$ cat src/rtl/sha_mem_port_arbiter.sv
// Round-robin arbiter sharing one synchronous memory port among NUM_REQ SHA-256 engines,
// with bounded burst locking and a fixed two-cycle read-response pipeline.
module sha_mem_port_arbiter #(
  parameter int unsigned NUM_REQ   = 8,
  parameter int unsigned ADDR_W    = 16,
  parameter int unsigned DATA_W    = 32,
  parameter int unsigned MAX_BURST = 16
) (
  input  logic                      clk,
  input  logic                      reset_n,
  input  logic [NUM_REQ-1:0]        req_valid,
  input  logic [NUM_REQ-1:0]        req_we,
  input  logic [NUM_REQ-1:0]        req_lock,
  input  logic [NUM_REQ*ADDR_W-1:0] req_addr,
  input  logic [NUM_REQ*DATA_W-1:0] req_wdata,
  output logic [NUM_REQ-1:0]        req_ready,
  output logic [NUM_REQ-1:0]        rsp_valid,
  output logic [DATA_W-1:0]         rsp_rdata,
  output logic                      mem_clk,
  output logic                      mem_we,
  output logic [ADDR_W-1:0]         mem_addr,
  output logic [DATA_W-1:0]         mem_write_data,
  input  logic [DATA_W-1:0]         mem_read_data
);

  localparam int unsigned      IDX_W    = $clog2(NUM_REQ);
  localparam int unsigned      CNT_W    = $clog2(MAX_BURST + 1);
  localparam logic [IDX_W-1:0] LAST_IDX = IDX_W'(NUM_REQ - 1);
  localparam logic [IDX_W:0]   NUM_EXT  = (IDX_W + 1)'(NUM_REQ);
  localparam logic [CNT_W-1:0] MAX_CNT  = CNT_W'(MAX_BURST);

  if (NUM_REQ < 2 || NUM_REQ > 16) begin : g_bad_num_req
    $error("sha_mem_port_arbiter: NUM_REQ must be in 2..16");
  end
  if (MAX_BURST < 1) begin : g_bad_max_burst
    $error("sha_mem_port_arbiter: MAX_BURST must be at least 1");
  end

  typedef enum logic {
    S_IDLE,
    S_LOCKED
  } state_t;

  state_t           r_state;
  state_t           w_state_nxt;
  logic [IDX_W-1:0] r_ptr;
  logic [IDX_W-1:0] w_ptr_nxt;
  logic [IDX_W-1:0] r_owner;
  logic [IDX_W-1:0] w_owner_nxt;
  logic [CNT_W-1:0] r_burst_cnt;
  logic [CNT_W-1:0] w_burst_cnt_nxt;
  logic [CNT_W-1:0] w_burst_cnt_inc;

  logic             w_gnt_found;
  logic             w_accept;
  logic [IDX_W-1:0] w_gnt_idx;
  logic [IDX_W-1:0] w_gnt_idx_inc;
  logic [IDX_W:0]   w_scan;
  logic             w_gnt_we;
  logic             w_gnt_lock;
  logic [ADDR_W-1:0] w_gnt_addr;
  logic [DATA_W-1:0] w_gnt_wdata;

  logic              r_mem_we;
  logic [ADDR_W-1:0] r_mem_addr;
  logic [DATA_W-1:0] r_mem_wdata;
  logic              r_a_rd;
  logic [IDX_W-1:0]  r_a_idx;
  logic              r_b_rd;
  logic [IDX_W-1:0]  r_b_idx;

  // Grant selection: owner only while locked, otherwise first valid at or after ptr.
  always_comb begin
    w_gnt_found = 1'b0;
    w_gnt_idx   = '0;
    w_scan      = '0;
    if (r_state == S_LOCKED) begin
      w_gnt_found = req_valid[r_owner];
      w_gnt_idx   = r_owner;
    end else begin
      for (int unsigned i = 0; i < NUM_REQ; i++) begin
        w_scan = {1'b0, r_ptr} + (IDX_W + 1)'(i);
        if (w_scan >= NUM_EXT) begin
          w_scan = w_scan - NUM_EXT;
        end
        if (!w_gnt_found && req_valid[w_scan[IDX_W-1:0]]) begin
          w_gnt_found = 1'b1;
          w_gnt_idx   = w_scan[IDX_W-1:0];
        end
      end
    end
  end

  assign w_accept        = w_gnt_found & reset_n;
  assign w_gnt_idx_inc   = (w_gnt_idx == LAST_IDX) ? '0 : w_gnt_idx + 1'b1;
  assign w_burst_cnt_inc = r_burst_cnt + 1'b1;

  always_comb begin
    w_gnt_we    = 1'b0;
    w_gnt_lock  = 1'b0;
    w_gnt_addr  = '0;
    w_gnt_wdata = '0;
    for (int unsigned i = 0; i < NUM_REQ; i++) begin
      if (w_gnt_idx == IDX_W'(i)) begin
        w_gnt_we    = req_we[i];
        w_gnt_lock  = req_lock[i];
        w_gnt_addr  = req_addr[i*ADDR_W +: ADDR_W];
        w_gnt_wdata = req_wdata[i*DATA_W +: DATA_W];
      end
    end
  end

  always_ff @(posedge clk or negedge reset_n) begin
    if (!reset_n) begin
      r_state     <= S_IDLE;
      r_ptr       <= '0;
      r_owner     <= '0;
      r_burst_cnt <= '0;
    end else begin
      r_state     <= w_state_nxt;
      r_ptr       <= w_ptr_nxt;
      r_owner     <= w_owner_nxt;
      r_burst_cnt <= w_burst_cnt_nxt;
    end
  end

  always_comb begin
    w_state_nxt     = r_state;
    w_ptr_nxt       = r_ptr;
    w_owner_nxt     = r_owner;
    w_burst_cnt_nxt = r_burst_cnt;
    unique case (r_state)
      S_IDLE: begin
        if (w_accept) begin
          w_ptr_nxt = w_gnt_idx_inc;
          if (w_gnt_lock && (MAX_BURST > 1)) begin
            w_state_nxt     = S_LOCKED;
            w_owner_nxt     = w_gnt_idx;
            w_burst_cnt_nxt = CNT_W'(1);
          end
        end
      end
      S_LOCKED: begin
        if (!w_accept) begin
          w_state_nxt     = S_IDLE;
          w_burst_cnt_nxt = '0;
        end else if (!w_gnt_lock || (w_burst_cnt_inc == MAX_CNT)) begin
          // Forced or voluntary release hands the scan start to the engine after the owner.
          w_state_nxt     = S_IDLE;
          w_ptr_nxt       = w_gnt_idx_inc;
          w_burst_cnt_nxt = '0;
        end else begin
          w_burst_cnt_nxt = w_burst_cnt_inc;
        end
      end
      default: w_state_nxt = S_IDLE;
    endcase
  end

  always_comb begin
    req_ready = '0;
    rsp_valid = '0;
    if (w_accept) begin
      req_ready[w_gnt_idx] = 1'b1;
    end
    if (r_b_rd) begin
      rsp_valid[r_b_idx] = 1'b1;
    end
  end

  // Stage A drives the memory port; stage B lines up with the memory's one-cycle read latency.
  always_ff @(posedge clk or negedge reset_n) begin
    if (!reset_n) begin
      r_mem_we    <= 1'b0;
      r_mem_addr  <= '0;
      r_mem_wdata <= '0;
      r_a_rd      <= 1'b0;
      r_a_idx     <= '0;
      r_b_rd      <= 1'b0;
      r_b_idx     <= '0;
    end else begin
      r_mem_we <= w_accept & w_gnt_we;
      r_a_rd   <= w_accept & ~w_gnt_we;
      if (w_accept) begin
        r_mem_addr  <= w_gnt_addr;
        r_mem_wdata <= w_gnt_wdata;
        r_a_idx     <= w_gnt_idx;
      end
      r_b_rd  <= r_a_rd;
      r_b_idx <= r_a_idx;
    end
  end

  assign mem_clk        = clk;
  assign mem_we         = r_mem_we;
  assign mem_addr       = r_mem_addr;
  assign mem_write_data = r_mem_wdata;
  assign rsp_rdata      = mem_read_data;

endmodule
$ cat config.mk
export PLATFORM = sky130hd
export DESIGN_NAME = sha_mem_port_arbiter
export DESIGN_NICKNAME = d
export VERILOG_FILES = /design/src/rtl/sha_mem_port_arbiter.sv
export SDC_FILE = /design/constraint.sdc
export NUM_CORES = 1
export LEC_CHECK = 0
export ABC_AREA = 1
export BUFFER_PORTS_ARGS = -buffer_cell sky130_fd_sc_hd__buf_2
export CORE_AREA = 4 4 208 210
export CTS_CLUSTER_SIZE = 14
export DETAILED_ROUTE_END_ITERATION = 10
export DIE_AREA = 0 0 212 214
export SLEW_MARGIN = 20
export SYNTH_ARGS = -nofsm -noshare
export SYNTH_HDL_FRONTEND = slang
export SYNTH_SLANG_ARGS = --single-unit
$ cat constraint.sdc
create_clock -name clk -period 3.57 [get_ports clk]
set_input_delay 0.1785 -clock clk [delete_from_list [all_inputs] [get_ports clk]]
set_output_delay 0.1785 -clock clk [all_outputs]
set_load 0.03 [all_outputs]
==> run metrics <==
# IOs 540; Simple-Gate Fraction of Synth Area 46.9%; Critical R2R Launch r_ptr[0]$_DFFE_PN0P_; Compound-Gate Fraction of Synth Area 16.2%; Placer Congestion 0.947; Final Max Tran Viols 0; Fin Clk Skew 11.1 ps; Syn Inst Count 1346; max_slew headroom 50.9%; Critical Path Max Stage Delay 410 ps; Die Footprint 45400 um^2; Area Overhead vs Synth 76.9%; post-place setup slack -192 ps; Netlist Area Pre-Place 7870 um^2; Netlist cell types 36; Startpoint Class register; class of the most critical setup path register to register; Initial DRT Pass Iterations 5; Die W 212 um; quantity of I/O buffers inserted on ports 475; routed len/inst 20.2 um; Row Count 75; initial antenna violation count 11; endpoints failing hold 0; crit path max-delay cell type dfrtp_1; failing checks setup timing; hold_sp req_wdata[228]; ys flop type dfrtp_1; fill count 4498; fmax 274 MHz; # setup viols final 3; Final ANT Viol Nets 0; Post-Route WL 49700 um; CTS tree done; final worst slack -81.9 ps; Least-Margin Pin Slew 737 ps; Post-synth EDFFs 0; layout cells sized above 1 44.5%; first-pass GRT wire length 67400 um; HP Class primary input to register; data required time of the critical path 3950 ps; maximum number of pins on one net before global-route repair 70; ys async rst share 100%; drc violations 0; Mapped Avg Cell Area 5.84 um^2; CP startpoint r_ptr[0]$_DFFE_PN0P_; adder-cell share of the synthesized area 0.955%; vias in the first global route 11400; most frequent CP cell nand2_1; cell family with most CP delay simple AND/OR/NAND/NOR gates; Post-Place Cells 2339; Worst Path Arrival 4040 ps; status complete, but fails checks; Final Cycle Share 102%; HPWL Detailed 36300 um; maxcap violations 0; clock transition at the registers of the reported paths 70 ps; Initial Util 18.9%; Avg Vias per Cell 4.95; core area 41600 um^2; Die Ht 214 um; Final #Nets 2355; fin cells 2457; mux cell area share after synthesis 0.255%; GRT Resource Usage Total 19.7%; CP endpoint kind register; post-synthesis sequential area ratio 22.0%; RSZ-0062 raised after global routing true; global route overflow 0; worst-skew pair later-pin latency 490 ps; worst-path maximum fanout 8; Ys Warns 0; syn nets 1794; largest family of logic cells by synthesized area simple AND/OR/NAND/NOR gates; CP bufs+invs 4; Synth Area in XOR/XNOR 0.970%; vias after detailed routing 12200; min cycle time layout 3650 ps; DR iter-0 viols 889; FF+latch count, synth 69
cell type report:
type                    count  area (um^2)  share of cell area, %
flip-flops and latches     69         1730                   12.4
clock inverters             6         46.3                  0.333
multi-input cells        1066         5980                   43.0
diodes                      6         15.0                  0.108
well taps                 539          674                   4.85
clock buffers              14          309                   2.22
inverters                  72          312                   2.24
repair buffers            685         4840                   34.8
state kept, by name, summed over array words and instances (netlist names):
signal	count
mem_write_data	32
mem_addr	16
r_burst_cnt	5
r_a_idx	3
r_b_idx	3
r_owner	3
r_ptr	3
mem_we	1
r_a_rd	1
r_b_rd	1
r_state	1
cells in the final DEF (no fill, tap or decap), types with 4 or more instances in the layout:
cell	netlist	final
inv_2	8	7
nor2_4	2	5
nand2_4	3	7
buf_12	0	30
dfrtp_1	69	67
diode_2	0	6
buf_2	26	467
nor2_2	3	8
ha_4	0	4
a21oi_1	29	19
o21ai_0	81	41
nand3_1	288	219
dlygate4sd3_1	0	39
nor2_1	105	97
nand4_1	13	13
clkbuf_16	0	21
o211ai_1	71	71
nand2_1	396	369
buf_6	5	24
buf_8	0	8
o21ai_2	0	10
inv_4	1	5
nand3_4	0	19
buf_4	38	105
a21oi_2	0	10
nand2_2	6	26
nand3_2	6	56
or2_2	4	4
o21ai_1	32	62
inv_1	61	55
cells by family after synthesis:
family	after synthesis
fa+ha+maj	6
xor+xnor	7
flops	69
compound gates	217
simple gates	834
buf+inv	211
mux	2
worst register-to-register path: cells and delay by family, from the launching register on:
kind / cells / cell delay, ps
simple gates: 19 / 1820
compound gates: 2 / 250
flops: 1 / 410
fa+ha+maj: 2 / 550
buf+inv: 4 / 540
Yosys cell counts, types with 4 or more instances:
cell type  instances  area share, %
a21oi_1           29            1.8
buf_1             14           0.67
buf_2             26            1.7
buf_4             38            3.6
buf_6              5           0.72
clkbuf_1          56            2.7
dfrtp_1           69             22
ha_1               6           0.95
inv_1             61            2.9
inv_2              8           0.38
nand2_1          396             19
nand2_2            6           0.48
nand3_1          288             18
nand3_2            6           0.76
nand4_1           13            1.0
nor2_1           105            5.0
nor3_1             4           0.25
o211ai_1          71            6.8
o21ai_0           81            5.2
o21ai_1           32            2.0
or2_2              4           0.32
per-layer routing:
metal  up-vias  track usage [%]  wire length (um)
li1       5616                -                 -
met1      5628             24.9             20200
met2       757             31.2             22600
met3       161             5.36              4410
met4         8             9.21              2410
met5         -                0                48
through the flow:
step / util, % / setup TNS, ps / hold WS [ps] / area, um^2
2_1_floorplan: - / 0 / -117 / 7890
3_3_place_gp: 27.3 / -4120 / 346 / 11300
3_5_place_dp: 27.3 / -4420 / 346 / 11300
4_1_cts: 30.3 / -31.9 / 3.57 / 12600
5_1_grt: 33.5 / -11660 / 51.3 / 13900
6_report: 33.5 / -148 / 35.5 / 13900
final timing paths:
check / end / slack [ps] / depth (start not counted)
hold / removal: mem_write_data[4]$_DFFE_PN0P_ / 40 / 5
hold reg to reg: r_b_idx[2]$_DFF_PN0_ / 380 / 0
min in group asynchronous: r_owner[1]$_DFFE_PN0P_ / 440 / 3
setup / recovery: mem_addr[8]$_DFFE_PN0P_ / -80 / 27
max in group asynchronous: r_ptr[1]$_DFFE_PN0P_ / 2620 / 3
setup reg to reg: mem_addr[8]$_DFFE_PN0P_ / -80 / 27
what timing repair did:
| action | in CTS | in global routing |
|---|---|---|
| endpoints found under the setup margin | 67 | 70 |
| hold endpoints to repair | 62 | 0 |
| setup buffers | 17 | 27 |
| gates resized for setup | 67 | 241 |
| pin swaps | 17 | 106 |
| cloned | 3 | 11 |
| hold buffers | 39 | 0 |
Power is not shown: default switching activity piles up to over one toggle a cycle in this logic, so the estimate is an artifact.
